$ cat config.mk
export PLATFORM = sky130hd
export DESIGN_NAME = axil_rr_master_arbiter
export DESIGN_NICKNAME = d
export VERILOG_FILES = /design/src/rtl/axil_rr_master_arbiter_pkg.sv /design/src/rtl/axil_rr_master_arbiter_rr_arbiter.sv /design/src/rtl/axil_rr_master_arbiter.sv
export SDC_FILE = /design/constraint.sdc
export NUM_CORES = 1
export LEC_CHECK = 0
export BUFFER_PORTS_ARGS = -buffer_cell sky130_fd_sc_hd__buf_2
export CORE_AREA = 5 5 183 185
export DETAILED_ROUTE_END_ITERATION = 8
export DIE_AREA = 0 0 188 190
export PLACE_DENSITY = 0.48
export SLEW_MARGIN = 30
export SYNTH_ARGS = -nofsm -noshare
export SYNTH_HDL_FRONTEND = slang
export SYNTH_SLANG_ARGS = --single-unit
$ cat constraint.sdc
create_clock -name clk -period 2.3 [get_ports clk]
set_input_delay 0.46 -clock clk [delete_from_list [all_inputs] [get_ports clk]]
set_output_delay 0.46 -clock clk [all_outputs]
set_load 0.005 [all_outputs]
$ cat src/rtl/axil_rr_master_arbiter_pkg.sv
// axil_rr_master_arbiter_pkg: shared response codes, FSM states and protection default
package axil_rr_master_arbiter_pkg;
  typedef enum logic [1:0] {OKAY, EXOKAY, SLVERR, DECERR} resp_t;
  typedef enum logic [2:0] {IDLE, WR_ADDR, WR_RESP, RD_ADDR, RD_DATA} state_t;
  localparam logic [2:0] PROT_DEFAULT = 3'b000;
endpackage

$ cat src/rtl/axil_rr_master_arbiter_rr_arbiter.sv
// rr_arbiter: combinational round-robin pick starting just after the last granted index
module rr_arbiter #(
  parameter int N = 4
) (
  input  logic [N-1:0]         req,
  input  logic [$clog2(N)-1:0] ptr,
  output logic [N-1:0]         grant,
  output logic [$clog2(N)-1:0] idx,
  output logic                 any
);
  localparam int IW = $clog2(N);
  function automatic logic [IW-1:0] slot(input logic [IW-1:0] p, input int i);
    int v = int'(p) + i;
    return IW'(v >= N ? v - N : v);
  endfunction
  // scan farthest-first so the nearest requester after ptr overwrites and wins
  always_comb begin
    idx = '0;
    for (int i = N; i >= 1; i--) if (req[slot(ptr, i)]) idx = slot(ptr, i);
    any = |req;
    grant = any ? N'(1) << idx : '0;
  end
endmodule

$ cat src/rtl/axil_rr_master_arbiter.sv
// axil_rr_master_arbiter: round-robin sharing of one AXI4-Lite master port, one transaction in flight
module axil_rr_master_arbiter
  import axil_rr_master_arbiter_pkg::*;
#(
  parameter int N_REQ = 4,
  parameter int AW    = 32,
  parameter int DW    = 32
) (
  input  logic                      clk,
  input  logic                      rst,
  input  logic [N_REQ-1:0]          req_valid,
  input  logic [N_REQ-1:0]          req_write,
  input  logic [N_REQ*AW-1:0]       req_addr,
  input  logic [N_REQ*DW-1:0]       req_wdata,
  input  logic [N_REQ*(DW/8)-1:0]   req_wstrb,
  output logic [N_REQ-1:0]          req_ready,
  output logic [N_REQ-1:0]          rsp_valid,
  output logic [DW-1:0]             rsp_rdata,
  output logic [1:0]                rsp_resp,
  output logic                      busy,
  output logic [$clog2(N_REQ)-1:0]  grant_id,
  output logic [AW-1:0]             m_awaddr,
  output logic [2:0]                m_awprot,
  output logic                      m_awvalid,
  input  logic                      m_awready,
  output logic [DW-1:0]             m_wdata,
  output logic [DW/8-1:0]           m_wstrb,
  output logic                      m_wvalid,
  input  logic                      m_wready,
  input  logic [1:0]                m_bresp,
  input  logic                      m_bvalid,
  output logic                      m_bready,
  output logic [AW-1:0]             m_araddr,
  output logic [2:0]                m_arprot,
  output logic                      m_arvalid,
  input  logic                      m_arready,
  input  logic [DW-1:0]             m_rdata,
  input  logic [1:0]                m_rresp,
  input  logic                      m_rvalid,
  output logic                      m_rready
);
  localparam int IW = $clog2(N_REQ);
  state_t state, state_nx;
  logic [N_REQ-1:0] win;
  logic [IW-1:0] win_id, ptr;
  logic any, grant, aw_pend, w_pend, aw_done, w_done;
  logic [AW-1:0] addr;
  logic [DW-1:0] wdata;
  logic [DW/8-1:0] wstrb;
  rr_arbiter #(.N(N_REQ)) u_arb (
    .req  (req_valid),
    .ptr  (ptr),
    .grant(win),
    .idx  (win_id),
    .any  (any)
  );
  assign grant     = state == IDLE && any;
  assign req_ready = grant ? win : '0;
  assign aw_done   = !aw_pend || m_awready;
  assign w_done    = !w_pend || m_wready;
  assign busy      = state != IDLE;
  assign m_awaddr  = addr;
  assign m_araddr  = addr;
  assign m_wdata   = wdata;
  assign m_wstrb   = wstrb;
  assign m_awprot  = PROT_DEFAULT;
  assign m_arprot  = PROT_DEFAULT;
  assign m_awvalid = aw_pend;
  assign m_wvalid  = w_pend;
  assign m_bready  = state == WR_RESP;
  assign m_arvalid = state == RD_ADDR;
  assign m_rready  = state == RD_DATA;
  always_comb begin
    state_nx = state;
    case (state)
      IDLE:    if (any) state_nx = req_write[win_id] ? WR_ADDR : RD_ADDR;
      WR_ADDR: if (aw_done && w_done) state_nx = WR_RESP;
      WR_RESP: if (m_bvalid) state_nx = IDLE;
      RD_ADDR: if (m_arready) state_nx = RD_DATA;
      RD_DATA: if (m_rvalid) state_nx = IDLE;
      default: state_nx = IDLE;
    endcase
  end
  always_ff @(posedge clk) state <= rst ? IDLE : state_nx;
  // aw and w retire independently; each flag drops on its own handshake
  always_ff @(posedge clk) begin
    if (rst) begin
      ptr       <= IW'(N_REQ - 1);
      grant_id  <= '0;
      addr      <= '0;
      wdata     <= '0;
      wstrb     <= '0;
      aw_pend   <= 1'b0;
      w_pend    <= 1'b0;
      rsp_valid <= '0;
      rsp_rdata <= '0;
      rsp_resp  <= OKAY;
    end else begin
      rsp_valid <= '0;
      if (state == WR_ADDR && m_awready) aw_pend <= 1'b0;
      if (state == WR_ADDR && m_wready) w_pend <= 1'b0;
      if (grant) begin
        ptr      <= win_id;
        grant_id <= win_id;
        addr     <= req_addr[int'(win_id)*AW +: AW];
        wdata    <= req_wdata[int'(win_id)*DW +: DW];
        wstrb    <= req_wstrb[int'(win_id)*(DW/8) +: DW/8];
        aw_pend  <= req_write[win_id];
        w_pend   <= req_write[win_id];
      end
      if (state == WR_RESP && m_bvalid) begin
        rsp_valid <= N_REQ'(1) << grant_id;
        rsp_rdata <= '0;
        rsp_resp  <= m_bresp;
      end
      if (state == RD_DATA && m_rvalid) begin
        rsp_valid <= N_REQ'(1) << grant_id;
        rsp_rdata <= m_rdata;
        rsp_resp  <= m_rresp;
      end
    end
  end
endmodule

==> flow_summary.yaml <==
floorplanning:
  core-area_um2: 31880
  die_x_um: 188
  floorplan.io_pins: 479
  initial_cell_density_of_the_core_pct: 19.28
  die-height_um: 190
  rows: 66
  die_area_um2: 35720
routing:
  avgRoutedWirePerCell_um: 16.17
  drc: 0
  first_pass_iters: 5
  drt_first_iter_violations: 265
  route.vias.total: 7350
  postRouteAntennaNets: 0
  route.detailed.vias_per_inst: 4.365
  totalWireLength_mm: 27.23
finish:
  insertedDiodeCount: 0
  net_count_of_the_finished_layout: 1586
  finish.utilization_pct: 29.58
  layout-area-overhead-vs-synth_pct: 53.42
  final_layout_size_suffix_gt1_share_pct: 44.36
  post-route-cell-area_um2: 9429
  final_cell_count_no_fill: 1684
cts:
  clk_pin_slew_worst_paths_ns: 0.06
  cts_num_sinks: 115
  cts_buffers: 17
  insertion_delay_of_the_later_clocked_pin_in_the_worst_skew_pair_ns: 0.41
  tritoncts: "yes"
  ctsHtreeMaxLevel: 4
  clk_root_buffer_cell: "sky130_fd_sc_hd__clkbuf_16"
  cts_max_path_buffers: 2
  postCtsHoldBufs: 0
placement:
  dp_cells: 1651
  placement.io_buffers: 472
  gp_congestion: 0.8317
  post_dp_cell_area_um2: 8790
  hpwl_mm: 20.71
logic_synthesis:
  synth_largest_area_cell: "sky130_fd_sc_hd__dfxtp_1"
  post_synth_instance_area_um2: 6146
  yosys_warnings: 0
  yosysUniqueCellTypes: 41
  number_of_synthesized_register_bits: 115
  postSynthAreaPerCell_um2: 7.248
  synthTopCellsByCount: "278 x sky130_fd_sc_hd__nand2_1, 123 x sky130_fd_sc_hd__a21oi_1, 115 x sky130_fd_sc_hd__dfxtp_1, 68 x sky130_fd_sc_hd__a211o_1, 51 x sky130_fd_sc_hd__nor2_1"
  post_synth_main_area_contributors: "sky130_fd_sc_hd__dfxtp_1 37%, sky130_fd_sc_hd__nand2_1 17%, sky130_fd_sc_hd__a21oi_1 10%"
  syn-instance-count: 848
  synth-edff-count: 0
  async_sr_flop_fraction_pct: 0
  yosys.cell_count.top_type: "sky130_fd_sc_hd__nand2_1"
  synth_seq_area_share_pct: 37.46
  synth.top_cell.area_share_pct: 37.46
  ys_dominant_reg_cell: "sky130_fd_sc_hd__dfxtp_1"
setup_path:
  worstPathCellList: "mux2i_1, o22a_1, o21a_4, buf_4, nor3_4, buf_2"
  reg2reg_slack_ns: 0.34
  worst-r2r-cell-count: 7
  path_class: "reg -> out"
  crit_fanout: 7
  r2r_start: "state[1]"
  worstPathArrival_ns: 1.74
  endpoint_kind: "output pin"
  worst-path-stages: 6
  timing.critical_path.slowest_cell_delay_ns: 0.37
  cp.buffers_inverters: 2
  element_type_at_the_critical_path_start: "flip-flop"
  worst_r2r_endpoint: "m_wdata[11]"
  cpMaxStageDelayCell: "sky130_fd_sc_hd__dfxtp_4"
  worst-endpoint-required_ns: 1.84
  critPathTopFamily: "compound AO/OA/AOI/OAI gates"
timing:
  worst_pin_slew_ns: 0.5483
  timing.clock.skew_ns: 0.005971
  fmaxAchievable_mhz: 454.0
  fin_crit_sh_pct: 95.78
  rsz0062_at_grt: "no"
  post-route-min-period_ns: 2.203
  drv_slew: 0
  setup_viol_count_final: 0
  final-hold-violation-count: 0
  maxSlewHeadroom_pct: 63.44
grt:
  via_count_of_the_first_global_routing_pass: 7192
  number_of_antenna_violations_at_the_first_check_in_global_routing: 3
  grt_use_total_pct: 14.13
  grt_first_pass_wirelength_mm: 40.59
  pin_count_of_the_biggest_net_entering_global_routing: 69
  overflow: 0
min_path:
  hold_path_depth: 3
  worst_hold_path_type: "in -> reg"
  hp_start: "m_rdata[21]"
  hold-path-endpoint: "rsp_rdata[21]"
outcome:
  outcome: "finished clean"
job:
  max_cap_viol_count: 0
pwr:
  power_density_nw_per_um2: 1108
  power.static_leakage_nw: 5.190
  design_power_total_mw: 10.45
  vdd_drop_max_mv: 0.4504
## per-stage QoR
stage	setup slack (ns)	hold WS [ns]	TNS, ns
floorplan	0.2541	0.4606	0
CTS	0.01035	0.2637	0
global placement	0.04710	0.4401	0
detailed placement	-0.006329	0.4438	-0.006329
finish	0.09716	0.2933	0
global route	0.01060	0.2722	0
## what timing repair did
| item | in CTS | in global routing |
|---|---|---|
| endpoints found under the hold margin | 0 | 0 |
| endpoints found under the setup margin | 4 | 3 |
| setup buffers | 2 | 0 |
| pin swaps | 1 | 2 |
| gates cloned | 0 | 0 |
| resized for setup | 7 | 2 |
## worst max-delay path by stage
| stage | slack (ns) | endpoint | from |
|---|---|---|---|
| global placement | 0.05 | state[1] | req_valid[2] |
| finish | 0.1 | req_ready[1] | ptr[1] |
| detailed placement | -0.006 | state[1] | req_valid[2] |
| global route | 0.01 | req_ready[0] | ptr[1] |
| CTS | 0.01 | req_ready[2] | ptr[1] |
| floorplan | 0.25 | req_ready[1] | req_valid[2] |
## logic make-up after synthesis
kind of cell	synth area share, %
other	0.06102
muxes	0.6515
buffers and inverters	10.30
and+or+nand+nor	23.05
AOI/OAI and AO/OA	28.48
DFF	37.46
## worst register-to-register path: cells and delay by family (launching register included)
kind,cells,cell delay [ns]
AO/OA/AOI/OAI,2,0.42
flip-flops,1,0.33
AND/OR/NAND/NOR,4,0.97
buffers and inverters,1,0.20
## registers in the layout (all words and copies together) (netlist names)
signal / count
rsp_rdata: 32
rsp_resp: 2
ptr: 2
m_wstrb: 4
m_wdata: 32
rsp_valid: 4
state: 3
m_araddr: 32
m_awvalid: 1
grant_id: 2
m_wvalid: 1
## power by group
| part | internal, mW | switching [mW] |
|---|---|---|
| clock network | 1.71 | 1.07 |
| registers | 2.65 | 0.482 |
| logic | 2.01 | 2.52 |
| total | 6.38 | 4.07 |
## layer usage
metal	GRT usage (%)	wire [um]	part of all wire (%)
met2	24.04	13100	48
met1	16.93	11370	42
met3	5.339	2384	8.8
met5	0	21	0.077
met4	3.331	364	1.3
## cell usage in the layout, fill, tap and decap left out, drive strengths merged, types with 8 or more instances in the layout
master / netlist / final
buf: 65 / 498
nand2: 279 / 279
a21oi: 143 / 143
dfxtp: 115 / 115
a211o: 68 / 68
nor2: 52 / 52
a22oi: 32 / 32
clkbuf: 42 / 17
inv: 6 / 8
clkinv: 0 / 8
## final cells by class
| cell class | count | area [um^2] |
|---|---|---|
| Fill cell | 3573 | 22450 |
| Multi-Input combinational cell | 625 | 3287 |
| Timing Repair Buffer | 498 | 2695 |
| Sequential cell | 115 | 2307 |
| Tap cell | 408 | 510.5 |
| Clock buffer | 17 | 425.4 |
| Clock inverter | 15 | 181.4 |
| Inverter | 6 | 22.52 |
Note: power is estimated with default switching activity, not from simulation.
